===== src/rtl/booth_r4_seq_mult.sv =====
// Iterative radix-4 Booth signed multiplier, one digit per clock, with valid/ready
// handshakes, a per-transaction approximate recoder and optional forcing of a product bit band.
module booth_r4_seq_mult #(
    parameter int N      = 16,
    parameter int APX_LO = 2,
    parameter int APX_W  = 6
) (
    input  logic           clk,
    input  logic           rst_n,
    input  logic           in_valid,
    output logic           in_ready,
    input  logic [N-1:0]   x,
    input  logic [N-1:0]   y,
    input  logic [1:0]     mode,
    output logic           out_valid,
    input  logic           out_ready,
    output logic [2*N-1:0] p,
    output logic           busy
);
    localparam int K  = N / 2;
    localparam int CW = (K > 1) ? $clog2(K) : 1;
    localparam logic [2*N-1:0] BAND_MASK =
        (APX_W == 0) ? '0 : (({(2*N){1'b1}} >> (2*N - APX_W)) << APX_LO);

    typedef enum logic [1:0] {IDLE, CALC, DONE} state_t;

    state_t         state_q, state_d;
    logic [N-1:0]   x_q, x_d, y_q, y_d;
    logic [1:0]     mode_q, mode_d;
    logic [2*N-1:0] acc_q, acc_d, p_q, p_d;
    logic [CW-1:0]  cnt_q, cnt_d;
    logic           out_valid_q, out_valid_d;

    logic           accept;
    logic [N:0]     y_ext;
    logic [2:0]     code;
    logic [N+1:0]   a_ext, a2, neg_a, neg_a2, pp;
    logic [2*N-1:0] pp_shift, sum;

    assign in_ready  = (state_q == IDLE) || ((state_q == DONE) && out_ready);
    assign accept    = in_valid && in_ready;
    assign out_valid = out_valid_q;
    assign p         = p_q;
    assign busy      = (state_q == CALC);

    // y[-1] is the implicit zero below the LSB
    assign y_ext  = {y_q, 1'b0};
    assign a_ext  = {{2{x_q[N-1]}}, x_q};
    assign a2     = {a_ext[N:0], 1'b0};
    assign neg_a  = ~a_ext + 1'b1;
    assign neg_a2 = {neg_a[N:0], 1'b0};

    always_comb begin
        code = 3'b000;
        for (int i = 0; i < K; i++) begin
            if (cnt_q == i[CW-1:0]) code = y_ext[2*i +: 3];
        end
    end

    always_comb begin
        pp = '0;
        case (code)
            3'b001, 3'b010: pp = a_ext;
            3'b011:         pp = mode_q[0] ? a_ext : a2;
            3'b100:         pp = mode_q[0] ? neg_a : neg_a2;
            3'b101, 3'b110: pp = neg_a;
            default:        pp = '0;
        endcase
    end

    assign pp_shift = {{(N-2){pp[N+1]}}, pp} << {cnt_q, 1'b0};
    assign sum      = acc_q + pp_shift;

    always_comb begin
        state_d     = state_q;
        x_d         = x_q;
        y_d         = y_q;
        mode_d      = mode_q;
        acc_d       = acc_q;
        cnt_d       = cnt_q;
        p_d         = p_q;
        out_valid_d = out_valid_q;
        case (state_q)
            CALC: begin
                acc_d = sum;
                cnt_d = cnt_q + 1'b1;
                if (cnt_q == CW'(K - 1)) begin
                    p_d         = mode_q[1] ? (sum | BAND_MASK) : sum;
                    out_valid_d = 1'b1;
                    cnt_d       = '0;
                    state_d     = DONE;
                end
            end
            DONE: begin
                if (out_ready) begin
                    out_valid_d = 1'b0;
                    state_d     = IDLE;
                end
            end
            default: ;
        endcase
        // accept is only possible from IDLE or a consumed DONE, so it overrides the case above
        if (accept) begin
            x_d         = x;
            y_d         = y;
            mode_d      = mode;
            acc_d       = '0;
            cnt_d       = '0;
            out_valid_d = 1'b0;
            state_d     = CALC;
        end
    end

    always_ff @(posedge clk or negedge rst_n) begin
        if (!rst_n) begin
            state_q     <= IDLE;
            x_q         <= '0;
            y_q         <= '0;
            mode_q      <= '0;
            acc_q       <= '0;
            cnt_q       <= '0;
            p_q         <= '0;
            out_valid_q <= 1'b0;
        end else begin
            state_q     <= state_d;
            x_q         <= x_d;
            y_q         <= y_d;
            mode_q      <= mode_d;
            acc_q       <= acc_d;
            cnt_q       <= cnt_d;
            p_q         <= p_d;
            out_valid_q <= out_valid_d;
        end
    end
endmodule

===== config.mk =====
export PLATFORM = sky130hd
export DESIGN_NAME = booth_r4_seq_mult
export DESIGN_NICKNAME = d
export VERILOG_FILES = /design/src/rtl/booth_r4_seq_mult.sv
export SDC_FILE = /design/constraint.sdc
export NUM_CORES = 1
export LEC_CHECK = 0
export CAP_MARGIN = 10
export CORE_MARGIN = 2
export CORE_UTILIZATION = 50
export DETAILED_ROUTE_END_ITERATION = 12
export GPL_TIMING_DRIVEN = 0
export HOLD_SLACK_MARGIN = 0.03
export PLACE_DENSITY = 0.71
export SLEW_MARGIN = 20
export SYNTH_ARGS = -nofsm -noshare
export SYNTH_HDL_FRONTEND = slang
export SYNTH_SLANG_ARGS = --single-unit
export TNS_END_PERCENT = 1

===== constraint.sdc =====
create_clock -name clk -period 14.3 [get_ports clk]
set_input_delay 2.145 -clock clk [delete_from_list [all_inputs] [get_ports clk]]
set_output_delay 2.145 -clock clk [all_outputs]
set_load 0.05 [all_outputs]

==> results.py, run 1 <==
metrics = {
    "critical_path": {
        "slowest_delay_ns": 0.70,
        "reg2reg_from": "cnt_q[1]",
        "setup.worst_path.class": "flop to flop",
        "cp-end-kind": "flop",
        "critical_path.top_delay_family": "compound AO/OA/AOI/OAI gates",
        "crit_slowest_cell": "a221oi_1",
        "reg2reg_depth": 26,
        "r2r_end": "acc_q[30]",
        "worst-r2r-setup-slack_ns": 6.42,
        "worstSetupStartpointType": "flop",
        "cp.required_ns": 14.51,
        "worst-path-buf-inv": 4,
        "cp_max_fo": 11,
        "worstPathArrival_ns": 8.09,
    },
    "sta": {
        "rsz0062_at_grt": "no",
        "fmax_mhz": 127,
        "hold_viol_final": 0,
        "fin_tns_setup_ns": 0,
        "setup_viol": 0,
        "worstMarginPinSlew_ns": 0.973,
        "period_needed_ns": 7.88,
        "worst_slack_ns": 6.42,
        "slew_headroom_pct": 34.7,
        "slew_viol_final": 0,
        "hold_slack_ns": 0.476,
        "finalCritPeriodShare_pct": 55.1,
        "finClkSkew_ns": 0.00928,
    },
    "grt": {
        "grt_pass1_vias": 6748,
        "antenna_found_initial": 0,
        "grt_max_degree": 66,
        "grt_pass1_wl_mm": 36.5,
        "grt_use_total_pct": 28.0,
        "overflow": 0,
    },
    "logic_synthesis": {
        "synthArstFlopShare_pct": 100,
        "syn_area_um2": 7750,
        "synth_cell_types": 78,
        "ys_ff_latch": 103,
        "yosysWarnings": 0,
        "synth_fp_nets": 989,
        "syn_inst": 912,
        "synth.avg_cell_area_um2": 8.50,
        "synth_edf_count": 0,
        "seq_area_frac_synth_pct": 33.3,
        "ys.flop_type": "dfrtp_1",
    },
    "routing": {
        "viasPerCell": 6.05,
        "avgRoutedWirePerCell_um": 19.1,
        "dr.pass1.iters": 5,
        "wl_mm": 22.7,
        "dr_total_vias": 7188,
        "drt-initial-drc-count": 667,
        "drc": 0,
        "antenna_left": 0,
    },
    "clocking": {
        "clkTransAtPathRegs_ns": 0.08,
        "clk_path_buf_depth": 2,
        "numClockSinks": 103,
        "clock_latency_ns": 0.36,
        "cts_tree": "built",
        "cts_hold_buf": 0,
        "cts_resized": 0,
        "postCtsSetupRepairBufs": 0,
        "clockRootBuffer": "clkbuf_16",
        "cts_buffers": 9,
        "cts-htree-levels": 3,
    },
    "final_layout": {
        "utilization_pct": 59.3,
        "final_common_cell": "nand2_1",
        "layout.nets": 1073,
        "n_antenna_cell": 0,
        "drive_gt1_share_pct": 8.79,
        "multiInputGateArea_um2": 4860,
        "fill_cells": 1402,
        "layout_common_cells": "141 x nand2_1, 103 x dfrtp_1, 75 x o21ai_0",
        "syn_to_final_growth_pct": 16.4,
        "seq_area_um2": 2580,
    },
    "placed_design": {
        "gp_congestion": 0.987,
        "place_ws_ns": 6.62,
        "numPortBuffers": 72,
        "dpl.hpwl_mm": 17.2,
    },
    "floorplan": {
        "die_w_um": 129,
        "start_util_pct": 51.0,
        "ios": 73,
        "chipHeight_um": 129,
        "dieArea_um2": 16500,
        "row_count": 45,
        "core-area_um2": 15200,
    },
    "hold_path": {
        "worstHoldEndpoint": "p[5]",
        "hp-class": "flop to flop",
        "min_from": "p[5]",
        "holdPathStages": 2,
    },
    "run": {
        "cap_viol_max_count": 0,
    },
    "status": {
        "outcome": "finished, final reports clean",
    },
}
-- registers in the layout (all words and copies together) (netlist names) --
register / flops
acc_q: 32
p: 32
x_q: 16
y_q: 16
cnt_q: 3
mode_q: 2
state_q: 2
-- Yosys cell counts (18+ instances only) --
library cell	n	share of area, %
nand2_1	141	6.8
dfrtp_1	103	33
o21ai_0	75	4.8
nor2_1	61	3.0
a21oi_1	60	3.9
ha_1	38	6.1
mux2i_1	34	4.4
mux2_2	32	4.6
clkbuf_1	30	1.5
o22ai_1	30	2.4
xnor2_1	25	2.8
xor2_1	21	2.4
a21o_1	19	1.8
nor3_1	19	1.2
inv_1	18	0.87
-- kinds of logic after synthesis --
family	after synthesis	share of synthesized area (%)
AND/OR/NAND/NOR	289	16.9
buffers and inverters	74	4.02
multiplexers	66	9.04
flip-flops	103	33.3
AO/OA/AOI/OAI	295	25.2
adder cells (fa/ha/maj)	39	6.39
XOR/XNOR	46	5.20
-- routing by layer --
metal  GRT usage, %  vias up  wire (um)
li1               -     3502          -
met1           42.3     3434      11200
met2           41.6      224       9670
met3           5.07       28       1400
met4           6.78        0        355
met5              0        -          0
-- per-stage QoR --
| stage | instances | cell area [um^2] |
|---|---|---|
| after floorplan | 912 | 7750 |
| after global placement | 1172 | 8710 |
| after detailed placement | 1173 | 8730 |
| after CTS | 1189 | 9020 |
| after global routing | 1189 | 9020 |
| final | 1189 | 9020 |
-- worst max path at each step --
stage	from	to	slack [ns]	cells past startpoint
6_report	cnt_q[1]	acc_q[30]	6.42	26
5_1_grt	cnt_q[1]	p[30]	5.91	26
2_1_floorplan	cnt_q[1]	acc_q[31]	8.43	28
3_3_place_gp	cnt_q[1]	acc_q[30]	6.57	26
4_1_cts	cnt_q[1]	acc_q[30]	6.55	26
3_5_place_dp	cnt_q[1]	acc_q[30]	6.62	26
-- layout make-up --
class	count	share of cell area [%]
timing repair buffer	73	8.31
clock inverter	6	0.624
multi-input combinational	735	53.9
clock buffer	10	2.54
buffer	52	2.54
sequential	103	28.6
inverter	22	0.916
tap	188	2.61
-- worst min-delay path: stages, from the launching register on --
cell     delay (ns)
dfrtp_1        0.34
nand2_1        0.04
o21ai_0        0.05
Power of run 1 is not shown: default switching activity piles up to over one toggle a cycle in this logic, so the estimate is an artifact.
==> run 2, diff against run 1 <==
==> constraint.sdc (replaced) <==
create_clock -name clk -period 7.8 [get_ports clk]
set_input_delay 1.17 -clock clk [delete_from_list [all_inputs] [get_ports clk]]
set_output_delay 1.17 -clock clk [all_outputs]
set_load 0.05 [all_outputs]
==> run 2 against run 1 <==
Net effect: clock skew is essentially flat; setup slack lost 6.1 ns; design area grew 0.42%; first-iteration DRC count grew 14%; maximum frequency grew 5.3%; cell count is the same; non-clock buffer count is the same.
==> results.py, run 2 (synthesis results as in run 1) <==
metrics = {
    "status": {
        "outcome": "finished, final reports clean",
    },
    "routing": {
        "dr.pass1.iters": 5,
        "viasPerCell": 6.06,
        "wl_mm": 22.7,
        "antenna_left": 0,
        "drc": 0,
        "dr_total_vias": 7200,
        "drt-initial-drc-count": 759,
        "avgRoutedWirePerCell_um": 19.1,
    },
    "critical_path": {
        "cp_max_fo": 11,
        "path_common_cell": "a21oi_1",
        "setup.worst_path.class": "flop to flop",
        "worst-path-buf-inv": 4,
        "crit_slowest_cell": "or4bb_1",
        "worstSetupStartpointType": "flop",
        "worst-r2r-setup-slack_ns": 0.32,
        "cp.required_ns": 8.09,
        "reg2reg_from": "cnt_q[1]",
        "worstPathArrival_ns": 7.77,
        "critical_path.top_delay_family": "compound AO/OA/AOI/OAI gates",
        "slowest_delay_ns": 0.51,
        "cp-end-kind": "flop",
        "startpoint": "cnt_q[1]",
    },
    "sta": {
        "finClkSkew_ns": 0.00962,
        "worst_slack_ns": 0.320,
        "period_needed_ns": 7.48,
        "worstMarginPinSlew_ns": 0.979,
        "slew_headroom_pct": 34.4,
        "slew_viol_final": 0,
        "hold_slack_ns": 0.476,
        "setup_viol": 0,
        "hold_viol_final": 0,
        "finalCritPeriodShare_pct": 95.9,
        "fmax_mhz": 134,
    },
    "clocking": {
        "cts-htree-levels": 3,
        "cts_buffers": 9,
        "clkTransAtPathRegs_ns": 0.08,
        "clockRootBuffer": "clkbuf_16",
        "clk_path_buf_depth": 2,
        "clock_latency_ns": 0.36,
        "cts_resized": 0,
        "numClockSinks": 103,
        "cts_hold_buf": 0,
        "cts_tree": "built",
        "postCtsSetupRepairBufs": 0,
    },
    "floorplan": {
        "chipHeight_um": 129,
        "dieArea_um2": 16500,
        "die_w_um": 129,
        "ios": 73,
        "row_count": 45,
        "core-area_um2": 15200,
        "start_util_pct": 51.0,
    },
    "grt": {
        "grt_pass1_wl_mm": 36.5,
        "top_usage_layer": "met1",
        "grt.met2_usage_pct": 41.6,
        "grtUsageMet3_pct": 5.07,
        "grtUsageMet1_pct": 42.3,
        "grt_use_total_pct": 28.0,
        "grt_max_degree": 66,
        "grt_pass1_vias": 6748,
        "overflow": 0,
        "antenna_found_initial": 0,
    },
    "final_layout": {
        "final_common_cell": "nand2_1",
        "layout_common_cells": "141 x nand2_1, 103 x dfrtp_1, 75 x o21ai_0",
        "instances_no_fill": 1189,
        "n_antenna_cell": 0,
        "layout.nets": 1073,
        "syn_to_final_growth_pct": 16.9,
        "drive_gt1_share_pct": 9.69,
    },
    "placed_design": {
        "gp_congestion": 0.987,
        "place_inst": 1173,
        "dpl.hpwl_mm": 17.2,
        "numPortBuffers": 72,
        "place_ws_ns": 0.124,
    },
    "hold_path": {
        "hp-class": "flop to flop",
        "min_from": "p[5]",
    },
    "run": {
        "cap_viol_max_count": 0,
    },
}
run 2: cell count changes in the layout (fill, tap and decap cells not counted), moves of 2 or more:
cell | before | now
a221oi_1 | 6 | 4
clkbuf_2 | 0 | 2
o31ai_2 | 1 | 3
a221oi_2 | 2 | 4
o31ai_1 | 7 | 5
run 2: metrics by stage:
step           TNS (ns)  instance area (um^2)  utilization (%)
4_1_cts               0                  9020             59.3
6_report              0                  9060             59.6
5_1_grt        -0.00188                  9060             59.6
3_5_place_dp          0                  8730             57.5
2_1_floorplan         0                  7750                -
3_3_place_gp          0                  8710             57.3
run 2: worst paths after layout:
kind	end	depth (start not counted)
worst max-delay path	acc_q[31]	27
worst min-delay path	p[5]	2
worst max register to register	acc_q[31]	27
worst min register to register	p[5]	2
max in group asynchronous	acc_q[15]	2
min in group asynchronous	y_q[7]	1
run 2: worst min-delay path, cell delays in order (launching register included):
cell and delay (ns):
dfrtp_1 0.34, nand2_1 0.04, o21ai_0 0.05
run 2: layout make-up:
class | instances | area [um^2]
timing repair buffer | 73 | 749
clock buffer | 10 | 229
inverter | 22 | 82.6
multi-input combinational | 735 | 4900
buffer | 52 | 231
fill | 1407 | 6140
sequential | 103 | 2580
clock inverter | 6 | 56.3
tap | 188 | 235
run 2: routing by layer:
metal	part of all wire, %	vias up
met5	0	-
met4	1.6	0
met3	6.8	29
met2	43	251
met1	49	3414
li1	-	3506
Power of run 2 is left out for the same reason.
==> run 3, diff against run 2 <==
--- a/config.mk
+++ b/config.mk
@@ -16,4 +16,4 @@
 export SYNTH_ARGS = -nofsm -noshare
 export SYNTH_HDL_FRONTEND = slang
 export SYNTH_SLANG_ARGS = --single-unit
-export TNS_END_PERCENT = 1
+export TNS_END_PERCENT = 100
==> results of run 3 <==
Same layout as run 2: the final DEF is identical, and so are final timing and power.
Power of run 3 is left out for the same reason.
